File: src/rtl/io_seg_scan.sv
// ---------------------------------------------------------------------------
// io_seg_scan
//   Drives an 8-digit multiplexed common-anode seven-segment display from the
//   data-memory I/O output ports. The value word is shown either in hex or in
//   decimal; decimal digits come from a sequential double-dabble converter
//   that performs one shift/adjust iteration per clock.
//
// Parameters
//   SCAN_DIV    io_clk cycles each digit stays lit (2 .. 2**20)
//
// Ports
//   io_clk      system clock, rising edge
//   reset       asynchronous, active-high
//   disp_value  value to display (out_port0)
//   disp_ctrl   [0] mode 0=hex 1=decimal, [1] blank all, [2] leading-zero
//               suppress (decimal only), [15:8] digit enable mask,
//               [23:16] decimal-point mask
//   seg_n       segments a..g on [0]..[6], active-low
//   dp_n        decimal point, active-low
//   an_n        digit select, active-low, bit 0 = rightmost digit
//   busy        decimal conversion in progress
//   overflow    last decimal result exceeded 99_999_999
// ---------------------------------------------------------------------------
module io_seg_scan #(
  parameter int SCAN_DIV = 50000
) (
  input  logic        io_clk,
  input  logic        reset,
  input  logic [31:0] disp_value,
  input  logic [31:0] disp_ctrl,
  output logic [6:0]  seg_n,
  output logic        dp_n,
  output logic [7:0]  an_n,
  output logic        busy,
  output logic        overflow
);

  localparam int CNT_W = (SCAN_DIV > 1) ? $clog2(SCAN_DIV) : 1;
  localparam logic [CNT_W-1:0] CNT_LAST = CNT_W'(SCAN_DIV - 1);

  // Buffer digit code: {dash, nibble}. A set dash bit overrides the nibble.
  localparam logic [4:0] DASH_CODE = 5'h10;

  typedef enum logic [1:0] {
    IDLE,
    CONV,
    DONE
  } state_t;

  state_t           state;
  logic [31:0]      value_q;
  logic [31:0]      ctrl_q;
  logic [31:0]      last_value;
  logic             conv_valid;
  logic             req_q;
  logic [31:0]      shift_reg;
  logic [39:0]      bcd;
  logic [39:0]      bcd_adj;
  logic [4:0]       iter;
  logic [7:0][4:0]  disp_buf;
  logic [CNT_W-1:0] scan_cnt;
  logic [2:0]       idx;
  logic [2:0]       msd;
  logic             change;
  logic             start;
  logic             digit_blank;
  logic [7:0]       en_mask;
  logic [7:0]       dp_mask;
  logic [7:0]       an_sel;
  logic             unused_bits;

  // Add 3 to every BCD nibble that is 5 or more, ahead of the left shift.
  function automatic logic [39:0] bcd_adjust(input logic [39:0] b);
    logic [39:0] r;
    r = b;
    for (int i = 0; i < 10; i++) begin
      if (b[4*i +: 4] >= 4'd5) begin
        r[4*i +: 4] = b[4*i +: 4] + 4'd3;
      end
    end
    return r;
  endfunction

  // Active-low segment pattern, gfedcba order.
  function automatic logic [6:0] seg_decode(input logic [4:0] d);
    logic [6:0] s;
    if (d[4]) begin
      s = 7'b0111111;
    end else begin
      case (d[3:0])
        4'h0:    s = 7'b1000000;
        4'h1:    s = 7'b1111001;
        4'h2:    s = 7'b0100100;
        4'h3:    s = 7'b0110000;
        4'h4:    s = 7'b0011001;
        4'h5:    s = 7'b0010010;
        4'h6:    s = 7'b0000010;
        4'h7:    s = 7'b1111000;
        4'h8:    s = 7'b0000000;
        4'h9:    s = 7'b0010000;
        4'hA:    s = 7'b0001000;
        4'hB:    s = 7'b0000011;
        4'hC:    s = 7'b1000110;
        4'hD:    s = 7'b0100001;
        4'hE:    s = 7'b0000110;
        default: s = 7'b0001110;
      endcase
    end
    return s;
  endfunction

  assign en_mask     = ctrl_q[15:8];
  assign dp_mask     = ctrl_q[23:16];
  assign bcd_adj     = bcd_adjust(bcd);
  assign unused_bits = ^{ctrl_q[31:24], ctrl_q[7:3], bcd_adj[39]};

  // A conversion is wanted when no valid result exists or the value moved.
  // The request must be seen on two consecutive cycles (req_q plus the live
  // term), which lines the start up one cycle after value_q settles and
  // lets a change that arrived mid-conversion restart right after DONE.
  assign change = !conv_valid || (value_q != last_value);
  assign start  = (state == IDLE) && ctrl_q[0] && req_q && change;

  // Highest non-zero digit; digit 0 always counts as significant.
  always_comb begin
    msd = 3'd0;
    for (int i = 1; i < 8; i++) begin
      if (disp_buf[i][3:0] != 4'd0) begin
        msd = 3'(i);
      end
    end
  end

  always_comb begin
    digit_blank = ctrl_q[1] || !en_mask[idx] ||
                  (ctrl_q[0] && ctrl_q[2] && !overflow && (idx > msd));
    an_sel      = 8'd1 << idx;
  end

  // ---- input stage ----
  always_ff @(posedge io_clk or posedge reset) begin
    if (reset) begin
      value_q <= '0;
      ctrl_q  <= '0;
    end else begin
      value_q <= disp_value;
      ctrl_q  <= disp_ctrl;
    end
  end

  // ---- conversion control and display buffer ----
  always_ff @(posedge io_clk or posedge reset) begin
    if (reset) begin
      state      <= IDLE;
      busy       <= 1'b0;
      overflow   <= 1'b0;
      conv_valid <= 1'b0;
      req_q      <= 1'b0;
      disp_buf   <= '0;
    end else begin
      req_q <= ctrl_q[0] && change;
      if (!ctrl_q[0]) begin
        state      <= IDLE;
        busy       <= 1'b0;
        conv_valid <= 1'b0;
        for (int i = 0; i < 8; i++) begin
          disp_buf[i] <= {1'b0, value_q[4*i +: 4]};
        end
      end else begin
        case (state)
          IDLE: begin
            if (start) begin
              state <= CONV;
              busy  <= 1'b1;
            end
          end
          CONV: begin
            if (iter == 5'd31) begin
              state <= DONE;
            end
          end
          DONE: begin
            if (bcd[39:32] != 8'd0) begin
              overflow <= 1'b1;
              for (int i = 0; i < 8; i++) begin
                disp_buf[i] <= DASH_CODE;
              end
            end else begin
              overflow <= 1'b0;
              for (int i = 0; i < 8; i++) begin
                disp_buf[i] <= {1'b0, bcd[4*i +: 4]};
              end
            end
            conv_valid <= 1'b1;
            busy       <= 1'b0;
            state      <= IDLE;
          end
          default: begin
            state <= IDLE;
            busy  <= 1'b0;
          end
        endcase
      end
    end
  end

  // ---- double-dabble datapath ----
  always_ff @(posedge io_clk) begin
    if (start) begin
      last_value <= value_q;
      shift_reg  <= value_q;
      bcd        <= '0;
      iter       <= '0;
    end else if (state == CONV) begin
      bcd       <= {bcd_adj[38:0], shift_reg[31]};
      shift_reg <= {shift_reg[30:0], 1'b0};
      iter      <= iter + 5'd1;
    end
  end

  // ---- scan prescaler and digit index ----
  always_ff @(posedge io_clk or posedge reset) begin
    if (reset) begin
      scan_cnt <= '0;
      idx      <= '0;
    end else if (scan_cnt == CNT_LAST) begin
      scan_cnt <= '0;
      idx      <= idx + 3'd1;
    end else begin
      scan_cnt <= scan_cnt + 1'b1;
    end
  end

  // ---- output registers ----
  always_ff @(posedge io_clk or posedge reset) begin
    if (reset) begin
      seg_n <= 7'h7F;
      dp_n  <= 1'b1;
      an_n  <= 8'hFF;
    end else begin
      an_n  <= digit_blank ? 8'hFF : ~an_sel;
      dp_n  <= digit_blank | ~dp_mask[idx];
      seg_n <= digit_blank ? 7'h7F : seg_decode(disp_buf[idx]);
    end
  end

endmodule

File: config.mk
export PLATFORM = sky130hd
export DESIGN_NAME = io_seg_scan
export DESIGN_NICKNAME = d
export VERILOG_FILES = /design/src/rtl/io_seg_scan.sv
export SDC_FILE = /design/constraint.sdc
export NUM_CORES = 1
export LEC_CHECK = 0
export CAP_MARGIN = 30
export CORE_MARGIN = 2
export CORE_UTILIZATION = 30
export CTS_CLUSTER_DIAMETER = 80
export DETAILED_ROUTE_END_ITERATION = 8
export PLACE_DENSITY_LB_ADDON = 0.2
export RECOVER_POWER = 25
export SYNTH_ARGS = -nofsm -noshare
export SYNTH_HDL_FRONTEND = slang
export SYNTH_SLANG_ARGS = --single-unit
File: constraint.sdc
create_clock -name io_clk -period 10.16 [get_ports io_clk]
set_input_delay 2.54 -clock io_clk [delete_from_list [all_inputs] [get_ports io_clk]]
set_output_delay 2.54 -clock io_clk [all_outputs]
set_load 0.05 [all_outputs]
==> metrics.yaml, run 1 <==
outcome: "finished with violations"
violations: "capacitance limit, slew limit"
cts_sinks: 234
cts_buffers: 28
synthDistinctLibCells: 59
gr-total-overflow: 0
finalCritPeriodShare_pct: 60.9
routed_wl_um: 23600
hold_path.class: "reg2reg"
ant_nets: 0
post-route-util_pct: 36.2
end_kind: "register"
fp.dieW_um: 190
rsz0062_at_grt: "false"
seq_area_frac_synth_pct: 57.5
grt_pass1_wl_um: 38200
synth_most_common_cell: "dfrtp_1"
max_stage_delay_ns: 2.17
arrival_ns: 6.45
io_pins: 84
p_leak_nw: 4.79
place_hpwl_um: 15400
synth_flop_cell: "dfrtp_1"
num-fill-cells: 3407
clock_skew_ns: 0.0243
first_pass_iters: 4
final_cells: 1452
ir_worst_vdd_v: 0.000135
power_density_nw_per_um2: 217
cp_top_family: "buffers and inverters"
path_cells: "clkbuf_1 > inv_1 > nor2_1 > nand3b_1 > a31oi_4 > buf_4 > buf_4 > mux2_1"
syn_inst: 908
clkTransAtPathRegs_ns: 0.06
synth_edf_count: 64
cts_tree: "yes"
antenna_found_initial: 0
grt_max_degree: 71
yosysTopAreaCellShare_pct: 26.3
viasPerCell: 4.72
nets: 1081
wl_per_cell_um: 16.3
drc: 0
vias: 6847
htreeDepth: 1
fp.coreArea_um2: 34300
slowest_stage: "clkbuf_1"
multiInputGateArea_um2: 4060
start_util_pct: 30.3
cts_buffer_depth: 3
tightest_slew_ns: 3.11
ys_seq_elements: 234
maxCapViolations: 1
drive_above_1_share_pct: 9.63
slew_headroom_pct: -108
yosysWarnings: 0
dp_cells: 1400
areaGrowthSynthToFinish_pct: 19.4
postCtsSetupBuffers: 0
synthTopCellsByArea: "dfrtp_1 (26%), edfxtp_1 (19%), dfxtp_1 (8.7%)"
period_minus_slack_ns: 6.18
syn_area_um2: 10400
synth_nets: 1014
gp_congestion: 0.765
seqCellArea_um2: 5970
required_ns: 10.43
numPortBuffers: 70
drv_slew: 71
crit_top_cell: "buf_4"
max_freq_ghz: 0.162
final_hold_viol_count: 0
cp-start-kind: "register"
die_area_um2: 36100
num_antenna_cells: 0
synthArstFlopShare_pct: 53.4
cts_root_buf: "clkbuf_16"
synth_common_cells: "dfrtp_1 (109), nor2_1 (94), nand2_1 (83)"
postCtsResizedCells: 0
setup_tns_ns: 0
top_regs: "bcd (40), disp_buf (33)"
core.rowCount: 68
grt_usage_pct: 13.3
largest_reg_flops: 40
path_class: "reg2reg"
largest-register: "bcd"
synth_area_leader_cell: "dfrtp_1"
crit_buf_inv: 4
first_iter_violations: 388
grt_pass1_vias: 6859
die_y_um: 190
cts_hold_buf: 0
crit_fanout: 70
clkLatencyLatePin_ns: 0.54
setup_violations: 0
avgSynthCellArea_um2: 11.4
## area by class of cell
cell class / instances / area share, %
multi-input combinational: 599 / 32.8
tap: 455 / 4.59
clock buffer: 39 / 6.32
timing repair buffer: 80 / 6.23
sequential: 234 / 48.2
inverter: 32 / 1.01
clock inverter: 13 / 0.918
## per-stage QoR
| stage | instance area (µm²) | total power [mW] | setup WS [ns] | hold WS [ns] |
|---|---|---|---|---|
| after floorplan | 10400 | 1.61 | 4.32 | 0.440 |
| after global placement | 11500 | 1.74 | 5.77 | 0.448 |
| after detailed placement | 11500 | 1.75 | 5.76 | 0.454 |
| after CTS | 12400 | 2.73 | 5.73 | 0.462 |
| after global routing | 12400 | 2.86 | 3.47 | 0.500 |
| final | 12400 | 2.70 | 3.98 | 0.459 |
## path summary, 6_finish.rpt
path                                      start  cells after the start                      end  slack (ns)
setup / recovery            ctrl_q[0]$_DFF_PP0_                      8  shift_reg[14]$_DFFE_PP_        3.98
max in group asynchronous                 reset                      3     ctrl_q[20]$_DFF_PP0_        6.47
min in group asynchronous                 reset                      2    value_q[11]$_DFF_PP0_        2.47
hold reg to reg            iter[4]$_SDFFE_PP0P_                      2     iter[4]$_SDFFE_PP0P_        0.46
hold / removal             iter[4]$_SDFFE_PP0P_                      2     iter[4]$_SDFFE_PP0P_        0.46
setup reg to reg            ctrl_q[0]$_DFF_PP0_                      8  shift_reg[14]$_DFFE_PP_        3.98
## worst reg2reg max path: stages, from the launching register on
cell and delay, ns:
dfrtp_2 0.34, clkbuf_1 2.17, inv_1 0.88, nor2_1 0.41, nand3b_1 0.20, a31oi_4 0.18
buf_4 0.55, buf_4 0.71, mux2_1 0.47
## routing by layer
layer / up-vias / global-route usage, % / share of wire [%]
met2: 122 / 20.9 / 44
met3: 38 / 2.16 / 4.0
li1: 3331 / - / -
met5: - / 0 / 0
met4: 0 / 3.79 / 2.3
met1: 3356 / 18.9 / 49
## power breakdown
part | internal (mW) | leakage, nW | switching (mW)
registers | 1.10 | 2.44 | 0.130
clock network | 0.586 | 0.435 | 0.384
logic | 0.222 | 1.91 | 0.276
total | 1.91 | 4.79 | 0.789
## cells by family after synthesis
kind of cell / count (synthesis) / synth area share (%)
flops: 234 / 57.5
compound gates: 136 / 7.99
xor+xnor: 61 / 5.15
buf+inv: 75 / 3.48
fa+ha+maj: 40 / 4.82
simple gates: 310 / 14.1
mux: 52 / 6.95
## layout by cell type, fill, tap and decap left out, drive strengths merged, types with 6 or more instances in the layout
cell | netlist | final
dfrtp | 109 | 109
nor2 | 94 | 94
nand2 | 84 | 84
edfxtp | 64 | 64
nand3 | 53 | 53
clkdlybuf4s50 | 0 | 48
a21oi | 46 | 46
dfxtp | 45 | 45
xnor2 | 44 | 44
ha | 40 | 40
clkbuf | 26 | 40
a31oi | 35 | 35
mux2 | 35 | 35
inv | 31 | 32
o21ai | 24 | 24
dlygate4sd3 | 0 | 22
a211oi | 20 | 20
nor3 | 18 | 18
xor2 | 17 | 17
dfstp | 16 | 16
nand2b | 15 | 15
mux4 | 12 | 12
clkinv | 1 | 10
nand4 | 9 | 9
buf | 17 | 9
nor3b | 9 | 9
nor4 | 9 | 9
and3 | 6 | 6
(Power assumes the default switching activity.)
==> inputs of run 2 (changes only) <==
==> constraint.sdc (replaced) <==
create_clock -name io_clk -period 5 [get_ports io_clk]
set_input_delay 1.25 -clock io_clk [delete_from_list [all_inputs] [get_ports io_clk]]
set_output_delay 1.25 -clock io_clk [all_outputs]
set_load 0.05 [all_outputs]
==> metrics.yaml, run 2 (same netlist as run 1, synthesis figures left out) <==
outcome: "finished with violations"
violations: "capacitance limit, slew limit"
clkTransAtPathRegs_ns: 0.06  # about the same
clock_power_share_pct: 34.5  # -1.5 points
num_antenna_cells: 0  # unchanged
internal_power_mw: 3.80  # +99%
ant_nets: 0  # unchanged
swShare_pct: 29.4  # +0.10 points
crit_path_start: "ctrl_q[0]$_DFF_PP0_"
cts_tree: "yes"
end_kind: "register"
path_class: "reg2reg"
crit_buf_inv: 1  # -3
largest_reg_flops: 40  # unchanged
path_cells: "clkbuf_1 > nand4b_1 > a21oi_1 > nor3_1 > nand2_1"
cts_hold_buf: 0  # unchanged
drive_above_1_share_pct: 9.91  # +0.28 points
drv_slew: 70  # -1.4%
required_ns: 5.47  # -4.96 ns
drc: 0  # unchanged
grt_pass1_vias: 6737  # -1.8%
p_leak_nw: 4.80  # +0.23%
grt_pass1_wl_um: 38200  # about the same
largest-register: "bcd"
setup_violations: 0  # unchanged
max_stage_delay_ns: 2.13  # -0.04 ns
cts_buffer_depth: 3  # unchanged
setup_tns_ns: 0  # unchanged
first_pass_iters: 4  # unchanged
layout_common_cells: "dfrtp_1 (108), nor2_1 (94), nand2_1 (83)"
htreeDepth: 1  # unchanged
reg2reg_slack_ns: 1.43  # -2.55 ns
seqCellArea_um2: 5970  # unchanged
slowest_stage: "clkbuf_1"
clock_skew_ns: 0.0178  # -0.00652 ns
fp.coreArea_um2: 34300  # unchanged
postCtsResizedCells: 0  # unchanged
tightest_slew_ns: 3.04  # -0.0752 ns
worstSetupEndpoint: "an_n[3]$_DFF_PP1_"
gp_congestion: 0.769  # +0.54%
die_area_um2: 36100  # unchanged
start_util_pct: 30.3  # unchanged
core.rowCount: 68  # unchanged
multiInputGateArea_um2: 4060  # about the same
first_iter_violations: 426  # +9.8%
finalCritPeriodShare_pct: 71.4  # +11 points
hold_path.class: "reg2reg"
final_hold_viol_count: 0  # unchanged
reg2regPathDepth: 5  # -3
maxCapViolations: 1  # unchanged
fin_area_um2: 12400  # -0.16%
postCtsSetupBuffers: 0  # unchanged
rsz0062_at_grt: "false"
cp_top_family: "buffers and inverters"
io_pins: 84  # unchanged
slew_headroom_pct: -103  # +5.0 points
viasPerCell: 4.70  # -0.28%
mostFrequentLayoutCell: "dfrtp_1"
die_y_um: 190  # unchanged
cts_root_buf: "clkbuf_16"
max_freq_ghz: 0.280  # +73%
num-fill-cells: 3366  # -1.2%
place_hpwl_um: 15900  # +3.0%
cp-start-kind: "register"
wl_per_cell_um: 16.2  # -0.62%
vias: 6837  # -0.15%
crit_fanout: 69  # -1.4%
ir_worst_vdd_v: 0.000229  # +70%
fp.dieW_um: 190  # unchanged
dpl_cell_area_um2: 11500  # +0.39%
hold_ws_ns: 0.458  # -0.000706 ns
numPortBuffers: 70  # unchanged
path_depth: 5  # -3
seq_power_share_pct: 46.4  # +0.8 points
setup_ws_ns: 1.43  # -2.55 ns
period_minus_slack_ns: 3.57  # -2.61 ns
areaGrowthSynthToFinish_pct: 19.2
p_comb_share_pct: 19.1  # +0.6 points
top_regs: "bcd (40), disp_buf (33)"
nets: 1085  # +0.37%
grt_max_degree: 70  # -1.4%
worstReg2RegStart: "ctrl_q[0]$_DFF_PP0_"
antenna_found_initial: 0  # unchanged
r2r-end: "an_n[3]$_DFF_PP1_"
gr-total-overflow: 0  # unchanged
cts_sinks: 234  # unchanged
grt_usage_pct: 13.3  # -0.034 points
cts_buffers: 27  # -3.6%
switchingPower_mw: 1.58  # +100%
routed_wl_um: 23500  # -0.48%
power_density_nw_per_um2: 434  # +100%
preCtsSetupSlack_ns: 1.97  # -3.79 ns
arrival_ns: 4.03  # -2.42 ns
clkLatencyLatePin_ns: 0.53  # about the same
[run 2: cell types whose count changed in the layout (fill, tap and decap cells not counted), sizes merged]
cell	delta
dlygate4sd3	+30
buf	+5
clkbuf	+2
clkinv	-2
inv	-1
clkdlybuf4s50	-30
bufinv	-1
clkinvlp	-1
[run 2: how the worst min path moves through the flow]
stage,startpoint,end,slack (ns),cells past startpoint
after floorplan,disp_buf[4]$_DFFE_PP0P_,seg_n[6]$_DFF_PP1_,0.44,1
after global placement,iter[4]$_SDFFE_PP0P_,iter[4]$_SDFFE_PP0P_,0.45,2
after detailed placement,iter[4]$_SDFFE_PP0P_,iter[4]$_SDFFE_PP0P_,0.46,2
after CTS,iter[4]$_SDFFE_PP0P_,iter[4]$_SDFFE_PP0P_,0.46,2
after global routing,iter[4]$_SDFFE_PP0P_,iter[4]$_SDFFE_PP0P_,0.48,2
final,iter[4]$_SDFFE_PP0P_,iter[4]$_SDFFE_PP0P_,0.46,2
[run 2: cell type report]
class,count,area share [%]
Sequential cell,234,48.3
Inverter,32,1.01
Timing Repair Buffer,85,6.60
Multi-Input combinational cell,599,32.8
Clock inverter,8,0.536
Tap cell,455,4.60
Clock buffer,41,6.21
[run 2: layer usage]
layer	track usage, %	wire, µm	vias up
met1	19.1	11600	3346
met3	2.18	939	31
li1	-	-	3337
met4	2.80	404	0
met5	0	0	-
met2	21.0	10600	123
[run 2: tightest hold or removal path, delay by kind of cell, from the launching register on]
kind / cells / cell delay, ns
compound gates: 1 / 0.05
simple gates: 1 / 0.05
flops: 1 / 0.31
[run 2: metrics by stage]
stage	cells	power (mW)	utilization, %
2_1_floorplan	908	3.27	-
3_3_place_gp	1403	3.53	33.6
3_5_place_dp	1405	3.57	33.7
5_1_grt	1454	5.71	36.1
4_1_cts	1454	5.45	36.1
6_report	1454	5.38	36.1
[run 2: power by group through the flow]
stage	Clock, mW	Sequential, mW	Combinational [mW]
floorplan	0	2.46	0.810
global placement	0	2.53	1.00
detailed placement	0	2.53	1.04
CTS	1.91	2.50	1.05
global route	1.99	2.54	1.19
finish	1.85	2.49	1.03
==> inputs of run 3 (changes only) <==
==> constraint.sdc (replaced) <==
create_clock -name io_clk -period 2.87 [get_ports io_clk]
set_input_delay 0.7175 -clock io_clk [delete_from_list [all_inputs] [get_ports io_clk]]
set_output_delay 0.7175 -clock io_clk [all_outputs]
set_load 0.05 [all_outputs]
==> metrics.yaml, run 3 (same netlist as run 1, synthesis figures left out) <==
drc: 0  # unchanged
num_antenna_cells: 0  # unchanged
drive_above_1_share_pct: 11.2  # +1.3 points
first_iter_violations: 463  # +8.7%
finalCritPeriodShare_pct: 93.4  # +22 points
swShare_pct: 29.3  # -0.12 points
layout_common_cells: "dfrtp_1 (108), nor2_1 (94), nand2_1 (83)"
gp_congestion: 0.798  # +3.7%
cp-start-kind: "register"
hp-start: "iter[4]$_SDFFE_PP0P_"
clkTransAtPathRegs_ns: 0.06  # about the same
wl_per_cell_um: 16.3  # +0.62%
cts_sinks: 234  # unchanged
grt_usage_pct: 13.6  # +0.36 points
htreeDepth: 1  # unchanged
start_util_pct: 30.3  # unchanged
cts_root_buf: "clkbuf_16"
arrival_ns: 3.12  # -0.91 ns
first_pass_iters: 5  # +1
routed_wl_um: 23900  # +1.7%
path_class: "reg2reg"
multiInputGateArea_um2: 4060  # about the same
crit_fanout: 6  # -91%
fin_area_um2: 12600  # +1.4%
grt_max_degree: 70  # unchanged
required_ns: 3.31  # -2.16 ns
tightest_slew_ns: 1.09  # -1.95 ns
hold_path.class: "reg2reg"
worstReg2RegStart: "disp_buf[25]$_DFFE_PP0P_"
preCtsSetupSlack_ns: 0.176  # -1.80 ns
io_pins: 84  # unchanged
final_hold_viol_count: 0  # unchanged
gr-total-overflow: 0  # unchanged
grt_pass1_vias: 6792  # +0.82%
fp.dieW_um: 190  # unchanged
p_leak_nw: 4.88  # +1.7%
fp.coreArea_um2: 34300  # unchanged
slew_headroom_pct: 27.3  # +130 points
nets: 1099  # +1.3%
p_comb_share_pct: 18.5  # -0.6 points
antenna_found_initial: 0  # unchanged
seq_power_share_pct: 45.3  # -1.1 points
place_hpwl_um: 16400  # +2.9%
drv_slew: 0  # -100%
top_regs: "bcd (40), disp_buf (33)"
core.rowCount: 68  # unchanged
postCtsSetupBuffers: 0  # unchanged
mostFrequentLayoutCell: "dfrtp_1"
die_y_um: 190  # unchanged
clock_power_share_pct: 36.1  # +1.6 points
max_freq_ghz: 0.373  # +33%
reg2regPathDepth: 11  # +6
clock_skew_ns: 0.0137  # -0.00411 ns
postCtsResizedCells: 0  # unchanged
setup_ws_ns: 0.191  # -1.24 ns
ant_nets: 0  # unchanged
cts_tree: "yes"
dpl_cell_area_um2: 11700  # +1.1%
cts_hold_buf: 0  # unchanged
maxCapViolations: 0  # -1
r2r-end: "seg_n[5]$_DFF_PP1_"
post-route-util_pct: 36.6  # +0.51 points
reg2reg_slack_ns: 0.19  # -1.24 ns
min_path_cells: 2  # unchanged
power_density_nw_per_um2: 762  # +75%
die_area_um2: 36100  # unchanged
seqCellArea_um2: 5970  # unchanged
cts_buffer_depth: 3  # unchanged
setup_violations: 0  # unchanged
largest_reg_flops: 40  # unchanged
largest-register: "bcd"
vias: 6870  # +0.48%
clkLatencyLatePin_ns: 0.54  # about the same
internal_power_mw: 6.77  # +78%
hold_ws_ns: 0.464  # +0.00586 ns
period_minus_slack_ns: 2.68  # -0.889 ns
total_power_mw: 9.56  # +78%
outcome: "finished clean"
switchingPower_mw: 2.80  # +77%
min_to: "iter[4]$_SDFFE_PP0P_"
grt_pass1_wl_um: 38900  # +1.7%
areaGrowthSynthToFinish_pct: 20.9
end_kind: "register"
ir_worst_vdd_v: 0.000454  # +99%
viasPerCell: 4.67  # -0.61%
cts_buffers: 28  # +3.7%
num-fill-cells: 3382  # +0.48%
numPortBuffers: 70  # unchanged
==> run 3: cell count changes in the layout (fill, tap and decap cells not counted), moves of 2 or more <==
cell | previous run | this run
buf_4 | 13 | 22
clkbuf_8 | 4 | 0
clkbuf_1 | 11 | 13
clkinvlp_4 | 0 | 3
buf_12 | 0 | 2
clkbuf_16 | 27 | 30
==> run 3: area by class of cell <==
type	count	area share, %
clock inverter	12	0.917
clock buffer	40	6.28
timing repair buffer	98	7.35
inverter	32	0.967
sequential	234	47.6
tap	455	4.54
multi-input combinational	599	32.4
==> run 3: worst max-delay path: stages (launching register included) <==
cell,delay [ns]
dfrtp_1,0.40
or4_1,0.54
nand2b_1,0.18
a21oi_1,0.13
nor2_1,0.07
ha_1,0.28
nor2b_1,0.13
o21ai_0,0.19
a21oi_2,0.12
nor4_2,0.22
buf_4,0.18
o221ai_1,0.13
==> run 3: power groups by stage <==
stage          registers (mW)  logic, mW  clock network (mW)
6_report                 4.34       1.77                3.46
4_1_cts                  4.34       1.82                3.57
5_1_grt                  4.41       2.06                3.72
3_5_place_dp             4.40       1.80                   0
3_3_place_gp             4.40       1.77                   0
2_1_floorplan            4.28       1.41                   0
==> run 3: layer usage <==
metal	up-vias	global-route usage [%]	routed length [µm]	share of wire [%]
met1	3329	19.7	11500	48
met2	138	21.2	10800	45
li1	3364	-	-	-
met4	0	3.76	553	2.3
met3	39	2.05	1090	4.6
met5	-	0	0	0
==> run 3: worst max path at each step <==
stage	from	endpoint	depth (start not counted)
after floorplan	ctrl_q[0]$_DFF_PP0_	shift_reg[0]$_SDFFCE_PN0P_	7
after global placement	disp_buf[25]$_DFFE_PP0P_	an_n[7]$_DFF_PP1_	11
after detailed placement	disp_buf[25]$_DFFE_PP0P_	an_n[3]$_DFF_PP1_	11
after CTS	disp_buf[25]$_DFFE_PP0P_	an_n[3]$_DFF_PP1_	11
after global routing	disp_buf[25]$_DFFE_PP0P_	seg_n[5]$_DFF_PP1_	11
final	disp_buf[25]$_DFFE_PP0P_	seg_n[5]$_DFF_PP1_	11
==> run 3: per-stage QoR <==
step	cells	setup TNS (ns)
after floorplan	908	0
after global placement	1418	0
after detailed placement	1418	0
after CTS	1470	0
after global routing	1470	-0.00160
final	1470	0
